### config.mk
export PLATFORM = sky130hd
export DESIGN_NAME = memory_sequencer
export DESIGN_NICKNAME = d
export VERILOG_FILES = /design/src/rtl/memory_sequencer_pkg.sv /design/src/rtl/memory_sequencer.sv
export SDC_FILE = /design/constraint.sdc
export NUM_CORES = 1
export LEC_CHECK = 0
export BUFFER_PORTS_ARGS = -buffer_cell sky130_fd_sc_hd__buf_4
export CAP_MARGIN = 0
export CORE_ASPECT_RATIO = 0.75
export CORE_MARGIN = 2
export CORE_UTILIZATION = 51
export CTS_CLUSTER_DIAMETER = 30
export DETAILED_ROUTE_END_ITERATION = 8
export MAX_ROUTING_LAYER = met4
export PLACE_DENSITY = 0.78
export SLEW_MARGIN = 25
export SYNTH_ARGS = -nofsm -noshare
export SYNTH_HDL_FRONTEND = slang
export SYNTH_SLANG_ARGS = --single-unit
export TNS_END_PERCENT = 5
### constraint.sdc
create_clock -name clock -period 1.8 [get_ports clock]
set_input_delay 0.27 -clock clock [delete_from_list [all_inputs] [get_ports clock]]
set_output_delay 0.27 -clock clock [all_outputs]
set_load 0.02 [all_outputs]
### src/rtl/memory_sequencer_pkg.sv
// Shared control-unit types for the memory block and its sequencer.
//   memory_op_e, address_reg_op_e, memory_bus_selector_e : memory control lines
//   mem_cmd_e       : commands accepted by memory_sequencer
//   mem_seq_state_e : memory_sequencer FSM states
`ifndef ADDR_BUS_WIDTH
`define ADDR_BUS_WIDTH 8
`endif

package control;

  typedef enum logic [1:0] {
    OP_NOP   = 2'd0,
    OP_READ  = 2'd1,
    OP_WRITE = 2'd2
  } memory_op_e;

  typedef enum logic [2:0] {
    AR_NOP      = 3'd0,
    AR_INC      = 3'd1,
    AR_ABSOLUTE = 3'd2,
    AR_REL_ADD  = 3'd3,
    AR_REL_SUB  = 3'd4
  } address_reg_op_e;

  typedef enum logic {
    SEL_MAR = 1'b0,
    SEL_PC  = 1'b1
  } memory_bus_selector_e;

  typedef enum logic [2:0] {
    FETCH   = 3'd0,
    LOAD    = 3'd1,
    STORE   = 3'd2,
    JUMP    = 3'd3,
    BR_FWD  = 3'd4,
    BR_BACK = 3'd5
  } mem_cmd_e;

  typedef enum logic [3:0] {
    IDLE, F_LO_A, F_LO_C, F_HI_A, F_HI_C, F_INC,
    SET_MAR, L_A, L_C, S_WR, PC_OP, ERR
  } mem_seq_state_e;

endpackage

### src/rtl/memory_sequencer.sv
// Command-driven sequencer for the memory block. Accepts one command per
// cmd_valid/cmd_ready handshake and expands it into per-cycle memory controls.
//   cmd_valid/cmd_ready/cmd/cmd_addr/cmd_wdata/cmd_word : command handshake
//   done, cmd_error       : completion pulses (registered, first IDLE cycle)
//   instr_lo/hi, load_data: last fetched / loaded bytes
//   mem_*                 : memory control lines and data
// Moore FSM: memory controls depend only on state and latched command fields.
import control::*;

module memory_sequencer #(
  parameter int ADDR_BUS_WIDTH = `ADDR_BUS_WIDTH
) (
  input  logic                 clock,
  input  logic                 reset,
  input  logic                 cmd_valid,
  output logic                 cmd_ready,
  input  mem_cmd_e             cmd,
  input  logic [7:0]           cmd_addr,
  input  logic [7:0]           cmd_wdata,
  input  logic                 cmd_word,
  output logic                 done,
  output logic                 cmd_error,
  output logic [7:0]           instr_lo,
  output logic [7:0]           instr_hi,
  output logic [7:0]           load_data,
  output memory_op_e           mem_op,
  output memory_bus_selector_e mem_bus_selector,
  output logic                 mem_word_selector,
  output address_reg_op_e      mem_address_reg_op,
  output logic [7:0]           mem_wdata,
  input  logic [7:0]           mem_rdata
);

  // Operands are 8-bit; with a wider bus the upper PC/MAR bits are only
  // reachable through relative steps and increments.
  if (ADDR_BUS_WIDTH > 8) begin : g_wide_bus
  end

  mem_seq_state_e state, state_n;
  mem_cmd_e       cmd_q;
  logic [7:0]     addr_q, wdata_q;
  logic           word_q;
  logic           accept;

  assign cmd_ready = (state == IDLE);
  assign accept    = cmd_valid && cmd_ready;

  always_ff @(posedge clock or posedge reset) begin
    if (reset) begin
      state     <= IDLE;
      cmd_q     <= FETCH;
      addr_q    <= '0;
      wdata_q   <= '0;
      word_q    <= 1'b0;
      done      <= 1'b0;
      cmd_error <= 1'b0;
      instr_lo  <= '0;
      instr_hi  <= '0;
      load_data <= '0;
    end else begin
      state     <= state_n;
      // every non-IDLE state that returns to IDLE is a command's last state
      done      <= (state != IDLE) && (state_n == IDLE);
      cmd_error <= (state == ERR);
      if (accept) begin
        cmd_q   <= cmd;
        addr_q  <= cmd_addr;
        wdata_q <= cmd_wdata;
        word_q  <= cmd_word;
      end
      if (state == F_LO_C) instr_lo  <= mem_rdata;
      if (state == F_HI_C) instr_hi  <= mem_rdata;
      if (state == L_C)    load_data <= mem_rdata;
    end
  end

  always_comb begin
    state_n            = state;
    mem_op             = OP_NOP;
    mem_bus_selector   = SEL_MAR;
    mem_word_selector  = 1'b0;
    mem_address_reg_op = AR_NOP;
    mem_wdata          = 8'h00;
    case (state)
      IDLE: begin
        if (cmd_valid) begin
          case (cmd)
            FETCH:                 state_n = F_LO_A;
            LOAD, STORE:           state_n = SET_MAR;
            JUMP, BR_FWD, BR_BACK: state_n = PC_OP;
            default:               state_n = ERR;
          endcase
        end
      end
      // *_A lets the memory latch the cell, *_C samples it; same controls
      F_LO_A, F_LO_C: begin
        mem_op           = OP_READ;
        mem_bus_selector = SEL_PC;
        state_n          = (state == F_LO_A) ? F_LO_C : F_HI_A;
      end
      F_HI_A, F_HI_C: begin
        mem_op            = OP_READ;
        mem_bus_selector  = SEL_PC;
        mem_word_selector = 1'b1;
        state_n           = (state == F_HI_A) ? F_HI_C : F_INC;
      end
      F_INC: begin
        mem_bus_selector   = SEL_PC;
        mem_address_reg_op = AR_INC;
        state_n            = IDLE;
      end
      SET_MAR: begin
        mem_address_reg_op = AR_ABSOLUTE;
        mem_wdata          = addr_q;
        state_n            = (cmd_q == LOAD) ? L_A : S_WR;
      end
      L_A, L_C: begin
        mem_op            = OP_READ;
        mem_word_selector = word_q;
        state_n           = (state == L_A) ? L_C : IDLE;
      end
      S_WR: begin
        mem_op            = OP_WRITE;
        mem_word_selector = word_q;
        mem_wdata         = wdata_q;
        state_n           = IDLE;
      end
      PC_OP: begin
        mem_bus_selector = SEL_PC;
        mem_wdata        = addr_q;
        case (cmd_q)
          JUMP:    mem_address_reg_op = AR_ABSOLUTE;
          BR_FWD:  mem_address_reg_op = AR_REL_ADD;
          BR_BACK: mem_address_reg_op = AR_REL_SUB;
          default: mem_address_reg_op = AR_NOP;
        endcase
        state_n = IDLE;
      end
      ERR:     state_n = IDLE;
      default: state_n = IDLE;
    endcase
  end

endmodule
==> summary.md, run 1 <==
| Metric | Value |
|---|---|
| Clk_lat worst skew | `0.30 ns` |
| Final Critical Period | `1.87 ns` |
| Max Buffers Root-to-Sink | `2` |
| Synth Area in Compound Gates | `8.26%` |
| DR top layer | `met4` |
| Area Growth Syn to Fin | `43.9%` |
| Measured slew at the worst slew-check pin | `0.645 ns` |
| Fin cells | `318` |
| Largest net degree at the start of global routing | `27` |
| Status | `complete, but fails checks` |
| Final period utilization | `104%` |
| Hold_ws | `0.00289 ns` |
| Synth cell count leaders | `dfrtp_1, mux2_2, mux2_4` |
| Clock Sinks | `50` |
| DRC Markers | `0` |
| FF-to-FF path depth | `5` |
| Syn Nets | `196` |
| Setup crit end kind | `output pin` |
| # hold bufs at CTS | `0` |
| Slew HR | `56.4%` |
| Synth area leader | `dfrtp_1` |
| Worst EP required | `1.53 ns` |
| Reg2reg start | `state[1]` |
| Most used cell, CP | `buf_6` |
| Vias | `1,705` |
| # diodes | `0` |
| VDD IR max | `0.997 mV` |
| Vias per cell | `5.36` |
| Post-synth EDFFs | `0` |
| Largest delay share family, worst path | `flip-flops` |
| CP cell instances | `buf_12, nand2b_4, a21oi_2, buf_6, a22o_1, buf_6` |
| Initial core utilization | `52.6%` |
| I/O Buffers | `72` |
| Seq. cell area | `0.00125 mm²` |
| Drt wl/cell | `17.0 µm` |
| Root buffer cell | `clkbuf_8` |
| CTS tree | `yes` |
| Grt total ovfl | `0` |
| Synth top area cells | `dfrtp_1, mux2_2, mux2_4` |
| Fillers | `275` |
| RSZ-0062 raised after global routing | `yes` |
| Synth unique cells | `38` |
| Routed met3 length | `204 µm` |
| #FFs+latches synth | `50` |
| Clock transition at path regs | `0.09 ns` |
| CP Class | `flip-flop to output pin` |
| Async set-reset flop share out of synthesis | `100%` |
| CP bufs+invs | `3` |
| Initial antenna violation count | `0` |
| CP max-delay cell | `dfrtp_2` |
| Crit path largest cell delay | `0.46 ns` |
| Sequential area share after synthesis | `53.6%` |
| Met2 wire len | `2640 µm` |
| Worst hold path class | `input pin to async pin` |
| Iteration-0 DRC Markers | `106` |
| Number of routed nets with antenna violations | `0` |
| Fin nets | `291` |
| Static leakage | `1.59 nW` |
| Pre-Repair DR Iteration Count | `6` |
| Top Ports | `73` |
| Row count | `21` |
| Multi-input gate area | `0.00109 mm²` |
| Most frequent cell after synthesis | `dfrtp_1` |
| Synth Area in XOR/XNOR | `0.751%` |
| Pre-CTS setup slack | `0.105 ns` |
| Die height | `62.6 µm` |
| Metal-1 WL | `2510 µm` |
| R2R setup slack | `0.09 ns` |
| Setup Skew | `0.00475 ns` |
| Vias in the first global route | `1,909` |
| Mean Syn Cell Area | `14.1 µm²` |
| Worst reg2reg path endpoint | `instr_hi[1]` |
| Post-synthesis mux area share | `24.0%` |
| Post-route design area | `0.00336 mm²` |
| Synthesis Warnings | `0` |
| Post-DP Area | `0.00305 mm²` |
| Fmax | `533 MHz` |
| Largest family of logic cells by synthesized area | `multiplexers` |
| Synth Area in Adders | `0%` |
| Simple-gate share of the synthesized area | `10.7%` |
| Final Max Tran Viols | `0` |
| Die W | `82.1 µm` |
| H-Tree Depth | `2` |
| Worst setup margin | `-0.0749 ns` |
| Highest net fanout along the worst path | `8` |
| Die area | `0.00514 mm²` |
| First-pass GRT wire length | `9160 µm` |
| Total wire length | `5420 µm` |
| Dpl cells | `300` |
| Synthesized instance count | `165` |
| Post-DP HPWL | `3750 µm` |
| Setup-failing EPs final | `11` |
| Core footprint | `0.00444 mm²` |
| Violated checks | `negative setup slack` |
| Top cell type's share of synthesized area | `53.6%` |
| Max Cap Viol | `0` |
| RD Place Congestion | `0.825` |
| Worst Setup Start Kind | `flip-flop` |
| Power density cells | `1930 mW/mm²` |
| Num CTS Buffers | `5` |
| GRT Total Usage | `24.1%` |
| Pwr Total | `6.48 mW` |
| Hold Violations, Final | `0` |
| Post-Syn Area | `0.00233 mm²` |
| Layout cells sized above 1 | `65.1%` |
| WP data arrival | `1.60 ns` |
| Top_reg_cell synth | `dfrtp_1` |
==> logic make-up (layout without fill, tap and decap cells) <==
kind of cell / Yosys count / count (layout)
DFF: 50 / 50
muxes: 44 / 44
and+or+nand+nor: 33 / 33
AOI/OAI and AO/OA: 26 / 26
buffers and inverters: 10 / 106
xor gates and xnor gates: 2 / 2
==> power by group <==
part | switching [mW] | total (mW) | internal (mW)
clock network | 0.365 | 0.779 | 0.415
registers | 0.376 | 2.07 | 1.69
logic | 1.65 | 3.63 | 1.98
total | 2.39 | 6.48 | 4.09
==> how the worst max path moves through the flow <==
stage | cells past startpoint | from | slack [ns] | endpoint
3_5_place_dp | 4 | state[0] | 0.10 | mem_address_reg_op[0]
6_report | 6 | state[3] | -0.07 | mem_wdata[5]
2_1_floorplan | 3 | state[2] | 0.004 | mem_wdata[0]
4_1_cts | 5 | state[0] | -0.07 | mem_word_selector
3_3_place_gp | 5 | state[3] | 0.11 | mem_address_reg_op[1]
5_1_grt | 5 | state[1] | -0.15 | mem_word_selector
==> cell type report <==
type                            count  area share, %
Clock buffer                        6           2.16
Sequential cell                    50           37.4
Multi-Input combinational cell    105           32.5
Timing Repair Buffer               95           24.4
Tap cell                           57           2.12
Inverter                            3          0.335
Clock inverter                      2           1.12
==> worst reg2reg max path, stage by stage, from the launching register on <==
cell and delay, ns:
dfrtp_2 0.45, buf_12 0.15, nor4b_4 0.31, buf_4 0.16, buf_4 0.18, mux2_2 0.36
==> repair_timing <==
item,CTS,global route
pin swaps,11,1
buffers inserted,11,0
gates resized for setup,26,8
endpoints found under the setup margin,14,14
gates cloned,0,0
==> state kept, by name, indices dropped and copies added (netlist names) <==
signal and cells:
addr_q 8, instr_hi 8, instr_lo 8, load_data 8, wdata_q 8, state 4
cmd_q 3, cmd_error 1, done 1, word_q 1
==> layer usage <==
| layer | up-vias | GRT usage (%) |
|---|---|---|
| met5 | - | - |
| met4 | 0 | 7.92 |
| met3 | 7 | 5.64 |
| met2 | 42 | 36.5 |
| met1 | 866 | 32.0 |
| li1 | 790 | - |
==> placed cells by master, fill, tap and decap left out, types with 2 or more instances in the layout <==
| cell type | netlist | layout |
|---|---|---|
| a21oi_1 | 5 | 3 |
| a21oi_2 | 0 | 2 |
| a22o_1 | 7 | 7 |
| buf_12 | 0 | 4 |
| buf_4 | 0 | 76 |
| buf_6 | 3 | 15 |
| clkbuf_8 | 0 | 5 |
| dfrtp_1 | 50 | 47 |
| dfrtp_2 | 0 | 3 |
| inv_1 | 3 | 2 |
| mux2_2 | 27 | 27 |
| mux2_4 | 17 | 17 |
| nand2_1 | 3 | 3 |
| nand2b_1 | 4 | 2 |
| nand2b_4 | 1 | 4 |
| nor2_1 | 7 | 5 |
| nor2b_4 | 0 | 2 |
| nor3_4 | 2 | 2 |
| o21bai_1 | 2 | 2 |
| o22ai_1 | 2 | 2 |
| xor2_1 | 2 | 2 |
==> metrics by stage <==
| stage | utilization (%) | TNS (ns) |
|---|---|---|
| after floorplan | - | 0 |
| after global placement | 68.7 | 0 |
| after detailed placement | 68.7 | 0 |
| after CTS | 75.0 | -0.497 |
| after global routing | 75.6 | -1.43 |
| final | 75.6 | -0.613 |
Note: power is estimated with default switching activity, not from simulation.
==> inputs of run 2 (changes only) <==
Settings changed: CORE_UTILIZATION 51 to 46, MAX_ROUTING_LAYER met4 to not set, PLACE_DENSITY 0.78 to 0.74.
Clock period 1.8 ns to 1.5 ns, I/O delays scaled along.
==> summary.md, run 2 (synthesized netlist as in run 1, its figures left out) <==
| Metric | Value |
|---|---|
| Fmax | `531 MHz` |
| Hold Violations, Final | `0` |
| I/O Buffers | `72` |
| CP cell instances | `nand2b_4, or3b_4, o32ai_4, buf_6` |
| Static leakage | `1.74 nW` |
| Highest net fanout along the worst path | `4` |
| Core footprint | `0.00490 mm²` |
| Largest net degree at the start of global routing | `51` |
| Fillers | `324` |
| VDD IR max | `1.36 mV` |
| Top Ports | `73` |
| Status | `complete, but fails checks` |
| Iteration-0 DRC Markers | `50` |
| DRC Markers | `0` |
| Most frequent cells in the layout | `buf_4, dfrtp_1, mux2_4` |
| Fin nets | `311` |
| Final Critical Period | `1.88 ns` |
| Fin cells | `341` |
| Setup-failing EPs final | `54` |
| Area Growth Syn to Fin | `55.2%` |
| Row count | `22` |
| Measured slew at the worst slew-check pin | `0.336 ns` |
| Vias | `1,749` |
| Max Cap Viol | `0` |
| CP Class | `flip-flop to output pin` |
| Setup crit end kind | `output pin` |
| Clock transition at path regs | `0.09 ns` |
| Slew HR | `77.3%` |
| Drt wl/cell | `16.9 µm` |
| Pwr Total | `8.44 mW` |
| Violated checks | `negative setup slack` |
| Worst Setup Start Kind | `flip-flop` |
| Setup Skew | `0.00796 ns` |
| H-Tree Depth | `2` |
| Die area | `0.00566 mm²` |
| First-pass GRT wire length | `9060 µm` |
| Clk_lat worst skew | `0.30 ns` |
| Die W | `86.2 µm` |
| Die height | `65.7 µm` |
| Clock Sinks | `50` |
| Worst hold path class | `input pin to flip-flop` |
| Root buffer cell | `clkbuf_8` |
| Vias in the first global route | `1,857` |
| Grt total ovfl | `0` |
| Post-DP HPWL | `3860 µm` |
| Num CTS Buffers | `5` |
| Initial antenna violation count | `0` |
| CP bufs+invs | `1` |
| Vias per cell | `5.13` |
| Number of routed nets with antenna violations | `0` |
| Final period utilization | `125%` |
| Layout cells sized above 1 | `68.0%` |
| Crit path largest cell delay | `0.43 ns` |
| RSZ-0062 raised after global routing | `yes` |
| WP data arrival | `1.66 ns` |
| CTS tree | `yes` |
| Largest delay share family, worst path | `simple AND/OR/NAND/NOR gates` |
| RD Place Congestion | `0.769` |
| CP max-delay cell | `dfrtp_2` |
| Dpl cells | `321` |
| Final Max Tran Viols | `0` |
| Worst EP required | `1.27 ns` |
| Commonest non-fill, non-tap cell in the layout | `buf_4` |
| Seq. cell area | `0.00125 mm²` |
| Power density cells | `2330 mW/mm²` |
| GRT Total Usage | `20.8%` |
| Multi-input gate area | `0.00117 mm²` |
| Pre-Repair DR Iteration Count | `4` |
| # diodes | `0` |
| Total wire length | `5760 µm` |
| Initial core utilization | `47.6%` |
| Worst setup margin | `-0.382 ns` |
| Max Buffers Root-to-Sink | `2` |
-- run 2: per-layer routing --
metal,global-route usage [%],routed length [µm],up-vias
met3,6.78,376,10
li1,-,-,832
met2,32.1,2630,56
met4,5.27,57,0
met1,28.7,2690,851
met5,0,0,-
-- run 2: through the flow --
step	area (µm²)	util [%]	TNS (ns)	setup WS [ns]	hold WS [ns]
final	3620	73.9	-8.82	-0.382	0.152
after global routing	3620	73.9	-13.19	-0.436	0.140
after CTS	3460	70.6	-8.57	-0.384	0.144
after detailed placement	3230	65.9	-3.17	-0.143	0.299
after global placement	3230	65.9	-2.41	-0.109	0.294
after floorplan	2380	-	-2.54	-0.134	0.374
-- run 2: repair_timing --
item | in CTS | in global routing
pin swaps | 10 | 9
endpoints found under the hold margin | 50 | 0
setup buffers | 7 | 4
resized for setup | 17 | 34
hold buffers | 1 | 0
setup endpoints to repair | 60 | 63
cloned | 0 | 0
-- run 2: report_power, final --
group | total (mW) | switching (mW) | internal, mW
clock | 0.945 | 0.447 | 0.498
combinational | 5.03 | 2.19 | 2.84
sequential | 2.46 | 0.434 | 2.03
total | 8.44 | 3.08 | 5.36
-- run 2: final cells by class --
type,count,share of cell area [%]
clock buffer,6,2.00
multi-input combinational,105,32.4
tap,60,2.07
inverter,3,0.311
timing repair buffer,115,27.5
sequential,50,34.7
clock inverter,2,1.04
-- run 2: path summary, 6_finish.rpt --
path | end | startpoint | cells after the start | slack (ns)
min reg2reg | addr_q[6] | addr_q[6] | 1 | 0.51
min | addr_q[7] | cmd_addr[7] | 2 | 0.15
max | mem_address_reg_op[0] | state[0] | 4 | -0.38
max reg2reg | instr_hi[2] | state[1] | 5 | -0.18
max in group asynchronous | state[3] | reset | 4 | 0.74
min in group asynchronous | done | reset | 4 | 0.53
==> inputs of run 3 (changes only) <==
Settings changed: CTS_CLUSTER_SIZE set to 30, REMOVE_ABC_BUFFERS set to 1.
==> summary.md, run 3 (synthesized netlist as in run 1, its figures left out) <==
| Metric | Value |
|---|---|
| Max Cap Viol | `0` |
| Fin nets | `311` |
| Post-DP HPWL | `3760 µm` |
| Worst hold path class | `input pin to flip-flop` |
| FF-to-FF path depth | `6` |
| Power density cells | `2360 mW/mm²` |
| Most used cell, CP | `buf_6` |
| Iteration-0 DRC Markers | `87` |
| Sw Share | `37.7%` |
| R2R setup slack | `-0.33 ns` |
| H-Tree Depth | `2` |
| Final period utilization | `130%` |
| Met2 wire len | `2930 µm` |
| CP max-delay cell | `dfrtp_2` |
| I/O Buffers | `72` |
| Clk_lat worst skew | `0.31 ns` |
| Violated checks | `negative setup slack` |
| Setup TNS | `-14.72 ns` |
| Sequential power share | `29.2%` |
| Final Max Tran Viols | `0` |
| Fin cells | `341` |
| Dpl cells | `324` |
| Vias per cell | `5.25` |
| Commonest non-fill, non-tap cell in the layout | `buf_4` |
| Drt wl/cell | `19.0 µm` |
| CP Class | `flip-flop to output pin` |
| # diodes | `0` |
| Clock transition at path regs | `0.10 ns` |
| Critical Path Start | `state[1]` |
| Crit path depth | `5` |
| Metal-1 WL | `3140 µm` |
| Setup crit end kind | `output pin` |
| Initial antenna violation count | `0` |
| RSZ-0062 raised after global routing | `yes` |
| Number of routed nets with antenna violations | `0` |
| Largest delay share family, worst path | `flip-flops` |
| Pint | `5.39 mW` |
| Pwr Total | `8.65 mW` |
| Hold Violations, Final | `0` |
| RD Place Congestion | `0.792` |
| CP cell instances | `buf_6, nor4b_4, a21oi_2, a21bo_2, buf_6` |
| Worst reg2reg path endpoint | `instr_hi[2]` |
| Root buffer cell | `clkbuf_8` |
| CP bufs+invs | `2` |
| Pre-Repair DR Iteration Count | `4` |
| Setup-failing EPs final | `63` |
| Initial core utilization | `47.6%` |
| Most frequent cells in the layout | `buf_4, dfrtp_1, mux2_4` |
| Grt total ovfl | `0` |
| Highest net fanout along the worst path | `4` |
| Worst setup path endpoint | `mem_word_selector` |
| Logic pwr share | `61.2%` |
| Vias | `1,790` |
| WP data arrival | `1.73 ns` |
| Worst Setup Start Kind | `flip-flop` |
| Core footprint | `0.00490 mm²` |
| Area Growth Syn to Fin | `57.0%` |
| Static leakage | `1.78 nW` |
| Measured slew at the worst slew-check pin | `0.550 ns` |
| Psw | `3.26 mW` |
| Clock network power share | `9.7%` |
| Num CTS Buffers | `5` |
| Total wire length | `6480 µm` |
| Status | `complete, but fails checks` |
| Fmax | `511 MHz` |
| Vias in the first global route | `1,858` |
| Hold_ws | `0.138 ns` |
| GRT Total Usage | `22.3%` |
| Largest net degree at the start of global routing | `27` |
| Setup Skew | `0.0100 ns` |
| Post-DP Area | `0.00319 mm²` |
| Die area | `0.00566 mm²` |
| Worst setup margin | `-0.456 ns` |
| Reg2reg start | `state[1]` |
| Crit path largest cell delay | `0.47 ns` |
| Top Ports | `73` |
| Clock Sinks | `50` |
| Worst EP required | `1.27 ns` |
| Die height | `65.7 µm` |
| Slew HR | `63.3%` |
| Die W | `86.2 µm` |
| CTS tree | `yes` |
| DR top layer | `met4` |
| Post-route design area | `0.00366 mm²` |
| DRC Markers | `0` |
| Routed met3 length | `285 µm` |
| First-pass GRT wire length | `9580 µm` |
| Layout cells sized above 1 | `69.0%` |
| Max Buffers Root-to-Sink | `2` |
| VDD IR max | `1.09 mV` |
| Final Critical Period | `1.96 ns` |
| Row count | `22` |
-- run 3: stage by stage --
step | util (%) | setup slack [ns]
6_report | 74.8 | -0.456
5_1_grt | 74.8 | -0.471
4_1_cts | 71.8 | -0.380
3_5_place_dp | 65.1 | -0.157
3_3_place_gp | 65.1 | -0.133
2_1_floorplan | - | -0.569
-- run 3: what timing repair did --
action,in CTS,in global routing
resized for setup,42,33
hold endpoints to repair,24,0
setup endpoints to repair,62,63
gates cloned,1,0
hold buffers,1,0
pin swaps,10,6
setup buffers,5,3
-- run 3: area by class of cell --
| type | instances | area [µm²] |
|---|---|---|
| clock inverter | 2 | 12.5 |
| tap | 60 | 75.1 |
| sequential | 50 | 1250 |
| fill | 300 | 1240 |
| timing repair buffer | 115 | 1010 |
| clock buffer | 6 | 82.6 |
| multi-input combinational | 105 | 1210 |
| inverter | 3 | 11.3 |
-- run 3: worst register-to-register path, stage by stage (launching register included) --
cell	delay, ns
dfrtp_2	0.47
buf_6	0.15
nor4b_4	0.38
buf_4	0.18
buf_6	0.09
buf_8	0.13
mux2_4	0.31
-- run 3: worst min-delay path by stage --
stage | from | to | cells after the start
after global placement | reset | instr_hi[3] | 2
after global routing | cmd_addr[7] | addr_q[7] | 2
after floorplan | cmd_addr[0] | addr_q[0] | 1
after detailed placement | reset | instr_hi[3] | 2
after CTS | cmd_word | word_q | 2
final | cmd_addr[7] | addr_q[7] | 2
-- run 3: metal layers --
metal | global-route usage (%) | up-vias
met4 | 6.25 | 0
met2 | 34.7 | 63
met3 | 4.15 | 11
li1 | - | 833
met1 | 32.2 | 883
met5 | 0 | -
-- run 3: power by group through the flow --
stage | sequential (mW) | clock (mW) | combinational, mW
2_1_floorplan | 2.95 | 0 | 1.89
3_3_place_gp | 2.46 | 0 | 4.17
3_5_place_dp | 2.47 | 0 | 4.23
4_1_cts | 2.46 | 0.841 | 4.83
5_1_grt | 2.59 | 0.907 | 5.52
6_report | 2.52 | 0.836 | 5.29
